## config.mk

```make
export PLATFORM = sky130hd
export DESIGN_NAME = regfile_dump_reader
export DESIGN_NICKNAME = d
export VERILOG_FILES = /design/src/rtl/regfile_dbg_pkg.sv /design/src/rtl/regfile_dump_reader.sv
export SDC_FILE = /design/constraint.sdc
export NUM_CORES = 1
export LEC_CHECK = 0
export ABC_AREA = 1
export ABC_CLOCK_PERIOD_IN_PS = 2460
export BUFFER_PORTS_ARGS = -buffer_cell sky130_fd_sc_hd__buf_4
export CELL_PAD_IN_SITES_DETAIL_PLACEMENT = 0
export CELL_PAD_IN_SITES_GLOBAL_PLACEMENT = 1
export CORE_UTILIZATION = 35
export CTS_BUF_LIST = sky130_fd_sc_hd__clkbuf_4 sky130_fd_sc_hd__clkbuf_8
export DETAILED_ROUTE_END_ITERATION = 6
export GPL_TIMING_DRIVEN = 1
export HOLD_SLACK_MARGIN = 0.15
export PLACE_DENSITY_LB_ADDON = 0.1
export RECOVER_POWER = 25
export SLEW_MARGIN = 20
export SYNTH_ARGS = -nofsm -noshare
export SYNTH_HDL_FRONTEND = slang
export SYNTH_SLANG_ARGS = --single-unit
```

## constraint.sdc

```tcl
create_clock -name i_clk -period 2.46 [get_ports i_clk]
set_clock_uncertainty 0.1 [all_clocks]
set_input_delay 0.123 -clock i_clk [delete_from_list [all_inputs] [get_ports i_clk]]
set_output_delay 0.123 -clock i_clk [all_outputs]
set_load 0.1 [all_outputs]
```

## src/rtl/regfile_dbg_pkg.sv

```systemverilog
// Shared definitions for the register-file debug/trace path.
// Holds the dump FSM state type and the register file geometry.
package regfile_dbg_pkg;

    localparam int REG_COUNT      = 32;
    localparam int REGFILE_ADDR_W = 5;
    localparam int REGFILE_DATA_W = 32;

    typedef enum logic [1:0] {
        S_IDLE  = 2'd0,
        S_FETCH = 2'd1,
        S_SEND  = 2'd2
    } dump_state_t;

endpackage

```

## src/rtl/regfile_dump_reader.sv

```systemverilog
// Walks the register file read port from FIRST_REG to LAST_REG and streams
// each (index, value) pair over a valid/ready channel, one beat per two cycles.
module regfile_dump_reader
    import regfile_dbg_pkg::*;
#(
    parameter int FIRST_REG = 0,
    parameter int LAST_REG  = REG_COUNT - 1,
    parameter int ADDR_W    = REGFILE_ADDR_W,
    parameter int DATA_W    = REGFILE_DATA_W
) (
    input  logic              i_clk,
    input  logic              i_reset,
    input  logic              i_start,
    input  logic              i_abort,
    output logic              o_busy,
    output logic              o_done,
    output logic [ADDR_W-1:0] o_rf_addr,
    input  logic [DATA_W-1:0] i_rf_data,
    output logic              o_out_valid,
    input  logic              i_out_ready,
    output logic [ADDR_W-1:0] o_out_index,
    output logic [DATA_W-1:0] o_out_data,
    output logic              o_out_last
);

    localparam logic [ADDR_W-1:0] L_FIRST = ADDR_W'(FIRST_REG);
    localparam logic [ADDR_W-1:0] L_LAST  = ADDR_W'(LAST_REG);

    dump_state_t       r_state;
    logic [ADDR_W-1:0] r_idx;
    logic              r_busy;
    logic              r_done;
    logic              r_valid;
    logic [ADDR_W-1:0] r_out_index;
    logic [DATA_W-1:0] r_out_data;
    logic              r_out_last;

    always_ff @(posedge i_clk) begin
        if (!i_reset) begin
            r_state     <= S_IDLE;
            r_idx       <= '0;
            r_busy      <= 1'b0;
            r_done      <= 1'b0;
            r_valid     <= 1'b0;
            r_out_index <= '0;
            r_out_data  <= '0;
            r_out_last  <= 1'b0;
        end else begin
            r_done <= 1'b0;
            case (r_state)
                S_IDLE: begin
                    if (i_start && !i_abort) begin
                        r_state <= S_FETCH;
                        r_idx   <= L_FIRST;
                        r_busy  <= 1'b1;
                    end
                end
                S_FETCH: begin
                    if (i_abort) begin
                        r_state <= S_IDLE;
                        r_busy  <= 1'b0;
                    end else begin
                        r_out_data  <= i_rf_data;
                        r_out_index <= r_idx;
                        r_out_last  <= (r_idx == L_LAST);
                        r_valid     <= 1'b1;
                        r_state     <= S_SEND;
                    end
                end
                S_SEND: begin
                    // Abort wins over a handshake landing on the same edge.
                    if (i_abort) begin
                        r_state <= S_IDLE;
                        r_valid <= 1'b0;
                        r_busy  <= 1'b0;
                    end else if (i_out_ready) begin
                        r_valid <= 1'b0;
                        if (r_idx == L_LAST) begin
                            r_state <= S_IDLE;
                            r_busy  <= 1'b0;
                            r_done  <= 1'b1;
                        end else begin
                            r_idx   <= r_idx + 1'b1;
                            r_state <= S_FETCH;
                        end
                    end
                end
                default: begin
                    r_state <= S_IDLE;
                    r_busy  <= 1'b0;
                    r_valid <= 1'b0;
                end
            endcase
        end
    end

    // The read address is the index register itself, so it holds in IDLE.
    assign o_rf_addr   = r_idx;
    assign o_busy      = r_busy;
    assign o_done      = r_done;
    assign o_out_valid = r_valid;
    assign o_out_index = r_out_index;
    assign o_out_data  = r_out_data;
    assign o_out_last  = r_out_last;

endmodule

```

==> impl_metrics.ini, run 1 <==
[run_status]
outcome = completed

[critical_path]
r2r_slack_ps = 540
critPathLaunchType = register
reg2reg_to = o_done$_SDFF_PP0_
crit_arrival_ps = 2050
r2r_cells = 7
cp.depth = 7
crit_fanout = 6
r2r-start = o_rf_addr[0]$_SDFFE_PN0P_
worstPathRequired_ps = 2600
crit_buf_inv = 2
end_kind = register
crit_slowest_cell = dlygate4sd3_1
cp_common_cell = ha_1
crit_chain = ha_1 > inv_1 > nor3_1 > ha_1 > nand4_1 > dlygate4sd3_1 > nor2_1
cp_top_family = buffers and inverters
cpPeakStageDelay_ps = 570
crit_type = register to register

[power]
total_power_uw = 1750
pwr-share-comb_pct = 25.4
p_clk_share_pct = 27.3
p_sw_share_pct = 33.8
power_switching_uw = 593
peakVddDrop_v = 0.000342
seqPwrFrac_pct = 47.4
power.internal_uw = 1160
power_leakage_uw = 0.00134
power_density_nw_per_um2 = 616

[global_routing]
grt_pass1_wl_um = 7480
grt_usage_pct = 17.8
grt-busiest-layer = met2
grt_start_max_net_pins = 47
use_met3_pct = 5.56
grt_overflow = 0
grt_pass1_vias = 1683
grt.met1_usage_pct = 21.5
use_met2_pct = 30.0
grt_antenna_before_repair = 0

[sta]
setup_viol = 0
fin_crit_ps = 1920
setup_ws_ps = 544
worst_slew_pin_slew_ps = 1210
final.setup.tns_ps = 0
final_max_slew_viol_count = 0
rsz0062_at_grt = no
hold_violations = 0
finalCritPeriodShare_pct = 77.9
max_freq_mhz = 522
max_slew_margin_pct = 19.9

[route]
firstDrtPassIters = 4
drc = 0
ant_nets = 0
num_vias = 1907
postRouteWirelength_um = 4840
drtIter0Drc = 91
wl_per_cell_um = 11.3
via_per_inst = 4.43

[final_layout]
num_antenna_cells = 0
syn_to_final_growth_pct = 55.8
fin_area_um2 = 2850
nFillCells = 485
drive_gt1_share_pct = 20.4
fin_nets = 401

[worst_hold_path]
hold_path.class = primary input to register
hold_end = o_busy$_SDFFE_PN0P_
hold_depth = 7
worstHoldStart = i_start

[cts]
cts.sinks = 48
cts-root-buf = clkbuf_8
max-clock-path-buffers = 2
cts_resized = 0
cts_inserted_buffers = 5
path_clk_slew_ps = 80
cts_tree = done
cts-htree-levels = 2
insertion_delay_ps = 290

[yosys]
ys_ff_latch = 48
yosys.area.top_type = dfxtp_1
syn_avg_cell_area_um2 = 7.40
synth.cell_area_um2 = 1830
yosys-top-cells-area = dfxtp_1 53%, nor2_1 17%, o21ai_0 11%, nand2_1 5.8%, a21oi_1 2.5%
yosysSeqAreaShare_pct = 52.6
synth_simple_gate_area_share_pct = 26.6
syn_nets = 286
synth_compound_area_share_pct = 13.2
synth_cells = 247
synth_edf_count = 0
synth_mux_area_share_pct = 0
synth_ff_type = dfxtp_1
synth_commonest_cells = 84 x nor2_1, 48 x dfxtp_1, 39 x o21ai_0, 28 x nand2_1, 12 x inv_1
ys_types = 17
synth_xor_area_share_pct = 0
synthAdderAreaFrac_pct = 1.37
synth.top_cell.area_share_pct = 52.6
yosys_warnings = 0
async_flop_share_pct = 0
synth_top_family_by_area = simple AND/OR/NAND/NOR gates
synth.most_common_cell = nor2_1

[place]
place_area_um2 = 2480
post-place-ws_ps = 677
gp_congestion = 0.803
portBuffers = 82
place_hpwl_um = 2930

[floorplanning]
start_util_pct = 37.4
die_area_um2 = 5510
rows = 25
die_h_um = 74.2
core_region_area_um2 = 4880
fp.dieW_um = 74.2
ios = 83

[run]
maxCapViolCount = 0
==> logic make-up after synthesis <==
group           Yosys count
fa+ha+maj                 2
compound gates           48
flops                    48
buf+inv                  26
simple gates            123
==> through the flow <==
stage / utilization (%) / cells / hold WS (ps)
3_3_place_gp: 50.8 / 386 / 244
6_report: 58.3 / 430 / 239
5_1_grt: 58.3 / 430 / 308
2_1_floorplan: - / 247 / 158
3_5_place_dp: 50.8 / 386 / 251
4_1_cts: 60.1 / 430 / 227
==> worst min-delay path: cells and delay by family <==
family	cells	cell delay, ps
compound gates	1	60
buf+inv	2	150
simple gates	4	270
==> flip-flops by register name (all words and copies together), names as in the netlist <==
name	flops
o_out_data	32
o_out_index	5
o_rf_addr	5
r_state	2
o_busy	1
o_done	1
o_out_last	1
o_out_valid	1
==> power groups by stage <==
stage          clock network (uW)  registers (uW)  logic, uW
2_1_floorplan                   0            1070       73.4
3_3_place_gp                    0             848        413
3_5_place_dp                    0             848        412
4_1_cts                       500             830        457
5_1_grt                       524             835        469
6_report                      478             830        445
==> routing by layer <==
metal,share of wire [%],wire [um]
met1,45,2180
met2,48,2310
met3,6.2,301
met4,0.93,45
met5,0,0
==> cell type report <==
type / count / area [um^2] / share of cell area, %
clock inverter: 2 / 10.0 / 0.352
clock buffer: 6 / 82.6 / 2.90
inverter: 14 / 52.6 / 1.85
multi-input combinational: 173 / 751 / 26.4
sequential: 48 / 961 / 33.8
timing repair buffer: 120 / 905 / 31.8
tap: 67 / 83.8 / 2.95
==> placed cells by master, fill, tap and decap left out, drive strengths merged <==
cell type,n
dfxtp,48
dlygate4sd3,36
o21ai,39
buf,61
or2,1
clkbuf,29
a21oi,9
ha,2
inv,14
nor2,86
clkinv,2
nand4,1
nor3,1
nand3,6
nand2,28
==> how the worst max path moves through the flow <==
stage                                      to                       from
detailed placement  o_rf_addr[4]$_SDFFE_PN0P_  o_rf_addr[0]$_SDFFE_PN0P_
global placement    o_rf_addr[1]$_SDFFE_PN0P_  o_rf_addr[0]$_SDFFE_PN0P_
floorplan           o_rf_addr[4]$_SDFFE_PN0P_  o_rf_addr[0]$_SDFFE_PN0P_
global route        o_rf_addr[4]$_SDFFE_PN0P_  o_rf_addr[0]$_SDFFE_PN0P_
CTS                         o_done$_SDFF_PP0_  o_rf_addr[0]$_SDFFE_PN0P_
finish                      o_done$_SDFF_PP0_  o_rf_addr[0]$_SDFFE_PN0P_
==> repair_timing <==
item | CTS | global route
hold endpoints to repair | 35 | 0
hold buffers | 36 | 0
setup endpoints to repair | 0 | 0
setup buffers | 0 | 0
Power figures use the tool's default switching activity.
==> run 2: changes to the inputs <==
--- a/config.mk
+++ b/config.mk
@@ -6,11 +6,11 @@
 export NUM_CORES = 1
 export LEC_CHECK = 0
 export ABC_AREA = 1
-export ABC_CLOCK_PERIOD_IN_PS = 2460
+export ABC_CLOCK_PERIOD_IN_PS = 1770
 export BUFFER_PORTS_ARGS = -buffer_cell sky130_fd_sc_hd__buf_4
 export CELL_PAD_IN_SITES_DETAIL_PLACEMENT = 0
 export CELL_PAD_IN_SITES_GLOBAL_PLACEMENT = 1
-export CORE_UTILIZATION = 35
+export CORE_UTILIZATION = 33
 export CTS_BUF_LIST = sky130_fd_sc_hd__clkbuf_4 sky130_fd_sc_hd__clkbuf_8
 export DETAILED_ROUTE_END_ITERATION = 6
 export GPL_TIMING_DRIVEN = 1
==> constraint.sdc (replaced) <==
create_clock -name i_clk -period 1.77 [get_ports i_clk]
set_clock_uncertainty 0.1 [all_clocks]
set_input_delay 0.0885 -clock i_clk [delete_from_list [all_inputs] [get_ports i_clk]]
set_output_delay 0.0885 -clock i_clk [all_outputs]
set_load 0.1 [all_outputs]
==> run 2 against run 1 <==
  * Clock power up 45%
  * Non-clock buffer count up 1
  * Utilization decreased by 2.1 points
  * First-iteration DRC count fell by 29%
  * Wire length rose by 5.0%
  * Critical path depth up 4
  * Worst setup slack got worse by 410 ps
  * Maximum frequency up 17%
  * Worst hold slack got worse by 28 ps
  * Critical endpoint is now o_busy$_SDFFE_PN0P_
==> impl_metrics.ini, run 2 (synthesis gave the netlist of run 1 again) <==
[global_routing]
grt_pass1_wl_um = 8690
use_met3_pct = 5.27
grt-busiest-layer = met2
grt.met1_usage_pct = 21.6
grt_antenna_before_repair = 0
grt_start_max_net_pins = 47
use_met2_pct = 32.5
grt_overflow = 0
grt_pass1_vias = 1876
grt_usage_pct = 18.5

[cts]
insertion_delay_ps = 300
max-clock-path-buffers = 2
path_clk_slew_ps = 80
cts_tree = done
cts-htree-levels = 2
cts_inserted_buffers = 5
cts.sinks = 48
cts-root-buf = clkbuf_8
postCtsSetupBuffers = 0

[sta]
setup_viol = 0
final.setup.tns_ps = 0
worst_slew_pin_slew_ps = 553
finalCritPeriodShare_pct = 92.5
fin_crit_ps = 1640
max_slew_margin_pct = 63.3
final_max_slew_viol_count = 0
rsz0062_at_grt = no
holdWs_ps = 211
hold_violations = 0
max_freq_mhz = 611

[run]
maxCapViolCount = 0

[power]
power_leakage_uw = 0.00142
total_power_uw = 2480
peakVddDrop_v = 0.000477
power_density_nw_per_um2 = 847

[final_layout]
nFillCells = 520
syn_to_final_growth_pct = 60.2
num_antenna_cells = 0
seq_area_um2 = 977
drive_gt1_share_pct = 30.8
largest_register_ffs = 32
fin_nets = 402
fin_area_um2 = 2930
fin_cells = 434
multi_input_area_um2 = 773
mostFrequentLayoutCells = 83 x nor2_1, 63 x buf_4, 43 x dfxtp_1
layout_commonest_cell = nor2_1

[critical_path]
cpPeakStageDelay_ps = 380
cp_common_cell = nor2_1
end_kind = register
crit_chain = ha_2 > inv_2 > nor3_2 > ha_2 > inv_2 > nand2_1 > nor2_1 > nor2_1 > nand3_1 > nand2_1 > nor2_1
crit_arrival_ps = 1730
r2r_cells = 11
critPathLaunchType = register
crit_fanout = 6
r2r_slack_ps = 130
worstPathRequired_ps = 1870
crit_type = register to register
crit_slowest_cell = dfxtp_4

[floorplanning]
fp.dieW_um = 76.4
die_area_um2 = 5840
start_util_pct = 35.1
ios = 83
core_region_area_um2 = 5200
rows = 26
die_h_um = 76.4

[route]
via_per_inst = 4.45
wl_per_cell_um = 11.7
drc = 0
firstDrtPassIters = 4
drtIter0Drc = 65
ant_nets = 0
num_vias = 1931
postRouteWirelength_um = 5080

[place]
place_hpwl_um = 3190
gp_congestion = 0.766
dp.cells = 391
portBuffers = 82
place_area_um2 = 2510

[worst_hold_path]
hold_depth = 5
hold_path.class = primary input to register

[run_status]
outcome = completed
## run 2: what timing repair did
item                                    4_1_cts  5_1_grt
pin swaps                                     0        1
hold buffers                                 35        0
endpoints found under the setup margin        2        7
hold endpoints to repair                     44        0
gates resized for setup                       1        8
## run 2: critical path: cells and delay by family (launching register included)
kind	cells	cell delay (ps)
simple gates	7	560
buf+inv	2	90
fa+ha+maj	2	410
flops	1	380
## run 2: layer usage
metal	wire [um]	vias to the layer above
li1	-	1014
met1	2230	861
met2	2520	52
met3	290	4
met4	44	0
met5	0	-
## run 2: cell type report
type | instances | share of cell area, %
flip-flops and latches | 48 | 33.4
repair buffers | 121 | 32.1
multi-input cells | 173 | 26.4
clock buffers | 8 | 3.33
well taps | 70 | 2.99
inverters | 14 | 1.80
## run 2: worst paths after layout
kind,startpoint,endpoint
setup / recovery,o_rf_addr[0]$_SDFFE_PN0P_,o_busy$_SDFFE_PN0P_
hold / removal,i_start,r_state[0]$_SDFFE_PN0P_
setup reg to reg,o_rf_addr[0]$_SDFFE_PN0P_,o_busy$_SDFFE_PN0P_
hold reg to reg,o_busy$_SDFFE_PN0P_,o_busy$_SDFFE_PN0P_
## run 2: per-stage QoR
| step | util (%) | setup WS, ps |
|---|---|---|
| detailed placement | 48.3 | 0.189 |
| finish | 56.2 | 132 |
| floorplan | - | 2.92 |
| global placement | 48.3 | 61.5 |
| global route | 56.2 | 4.02 |
| CTS | 56.9 | 34.5 |
## run 2: where the power goes
group | leakage (uW) | internal, uW | switching (uW)
Combinational | 0.000978 | 185 | 448
Sequential | 0.000394 | 1120 | 28.0
Clock | 0.0000523 | 350 | 345
Total | 0.00142 | 1660 | 821
==> run 3: changes to the inputs <==
--- a/config.mk
+++ b/config.mk
@@ -10,8 +10,7 @@
 export BUFFER_PORTS_ARGS = -buffer_cell sky130_fd_sc_hd__buf_4
 export CELL_PAD_IN_SITES_DETAIL_PLACEMENT = 0
 export CELL_PAD_IN_SITES_GLOBAL_PLACEMENT = 1
-export CORE_UTILIZATION = 33
-export CTS_BUF_LIST = sky130_fd_sc_hd__clkbuf_4 sky130_fd_sc_hd__clkbuf_8
+export CORE_UTILIZATION = 31
 export DETAILED_ROUTE_END_ITERATION = 6
 export GPL_TIMING_DRIVEN = 1
 export HOLD_SLACK_MARGIN = 0.15
==> run 3 against run 2 <==
  * Maximum frequency is 1.4% higher
  * Register-to-register slack better by 20 ps
  * Clock power is 9.2% lower
  * Worst hold slack worse by 5.7 ps
  * Critical endpoint is now o_rf_addr[4]$_SDFFE_PN0P_
  * Largest power group unchanged
==> impl_metrics.ini, run 3 (synthesis gave the netlist of run 1 again) <==
[final_layout]
fin_util_pct = 51.8
fin_area_um2 = 2900
drive_gt1_share_pct = 29.7
num_antenna_cells = 0
syn_to_final_growth_pct = 59.0
layout_commonest_cell = nor2_1
largest_register_ffs = 32
fin_nets = 399
mostFrequentLayoutCells = 83 x nor2_1, 59 x buf_4, 43 x dfxtp_1
fin_cells = 432

[power]
power_density_nw_per_um2 = 830
power_leakage_uw = 0.00140
peakVddDrop_v = 0.000381

[sta]
max_slew_margin_pct = 57.7
fin_crit_ps = 1620
final_max_slew_viol_count = 0
finalCritPeriodShare_pct = 91.3
setup_viol = 0
hold_violations = 0
final.setup.tns_ps = 0
worst_slew_pin_slew_ps = 634
max_freq_mhz = 619
rsz0062_at_grt = no

[global_routing]
grt_antenna_before_repair = 0
grt-busiest-layer = met2
use_met3_pct = 5.75
grt_pass1_vias = 1758
grt.met1_usage_pct = 20.1
grt_pass1_wl_um = 7930
grt_usage_pct = 16.4
grt_overflow = 0
use_met2_pct = 26.2
grt_start_max_net_pins = 47

[floorplanning]
die_area_um2 = 6200
fp.dieW_um = 78.8
rows = 27
core_region_area_um2 = 5610
ios = 83
start_util_pct = 32.6
die_h_um = 78.8

[route]
drtIter0Drc = 135
num_vias = 1896
drc = 0
postRouteWirelength_um = 4830
ant_nets = 0
via_per_inst = 4.39
wl_per_cell_um = 11.2
firstDrtPassIters = 4

[cts]
cts-root-buf = clkbuf_8
insertion_delay_ps = 300
postCtsSetupBuffers = 0
cts.sinks = 48
cts-htree-levels = 2
cts_inserted_buffers = 5
cts_tree = done
max-clock-path-buffers = 2
path_clk_slew_ps = 80

[worst_hold_path]
hold_path.class = primary input to register

[critical_path]
end_kind = register
worstPathRequired_ps = 1860
crit_type = register to register
crit_fanout = 6
critPathLaunchType = register
crit_arrival_ps = 1710

[place]
dp.cells = 390
portBuffers = 82
place_hpwl_um = 2940
place_area_um2 = 2510
gp_congestion = 0.751

[run]
maxCapViolCount = 0

[run_status]
outcome = completed
## run 3: layer usage
| metal | vias up | part of all wire (%) |
|---|---|---|
| met5 | - | 0 |
| met1 | 827 | 47 |
| met3 | 5 | 6.9 |
| li1 | 1007 | - |
| met2 | 57 | 44 |
| met4 | 0 | 1.3 |
## run 3: path summary, 6_finish.rpt
path | start | endpoint | slack [ps] | cells after the start
hold / removal | i_start | r_state[0]$_SDFFE_PN0P_ | 210 | 5
setup / recovery | o_rf_addr[0]$_SDFFE_PN0P_ | o_rf_addr[4]$_SDFFE_PN0P_ | 150 | 10
hold reg to reg | o_out_valid$_SDFFE_PN0P_ | o_out_valid$_SDFFE_PN0P_ | 370 | 2
setup reg to reg | o_rf_addr[0]$_SDFFE_PN0P_ | o_rf_addr[4]$_SDFFE_PN0P_ | 150 | 10
## run 3: critical path: stages, from the launching register on
cell and delay, ps:
dfxtp_4 370, ha_2 190, inv_1 80, nor3_2 40, ha_2 180, inv_1 90
nand3_1 90, nand2_2 110, nand2_2 80, a21oi_1 140, nor2_1 50
## run 3: layout make-up
type	instances	area, um^2
well taps	72	90.1
clock buffers	5	68.8
repair buffers	118	928
clock inverters	2	11.3
multi-input cells	173	776
flip-flops and latches	48	977
fillers	583	2700
inverters	14	52.6
## run 3: stage by stage
| stage | hold slack, ps | worst slack, ps | total power [uW] |
|---|---|---|---|
| after floorplan | 123 | 2.92 | 1590 |
| after global placement | 210 | 47.2 | 1750 |
| final | 205 | 154 | 2410 |
| after CTS | 216 | 32.3 | 2450 |
| after detailed placement | 216 | 1.07 | 1750 |
| after global routing | 240 | 0.969 | 2530 |
## run 3: repair_timing
action,4_1_cts,5_1_grt
hold buffers,35,0
pin swaps,0,1
resized for setup,1,7
setup endpoints to repair,2,7
endpoints found under the hold margin,42,0
## run 3: report_power, final
part / internal [uW] / leakage (uW) / switching (uW) / total [uW]
clock network: 269 / 0.0000443 / 362 / 631
registers: 1120 / 0.000394 / 27.6 / 1150
logic: 185 / 0.000966 / 445 / 629
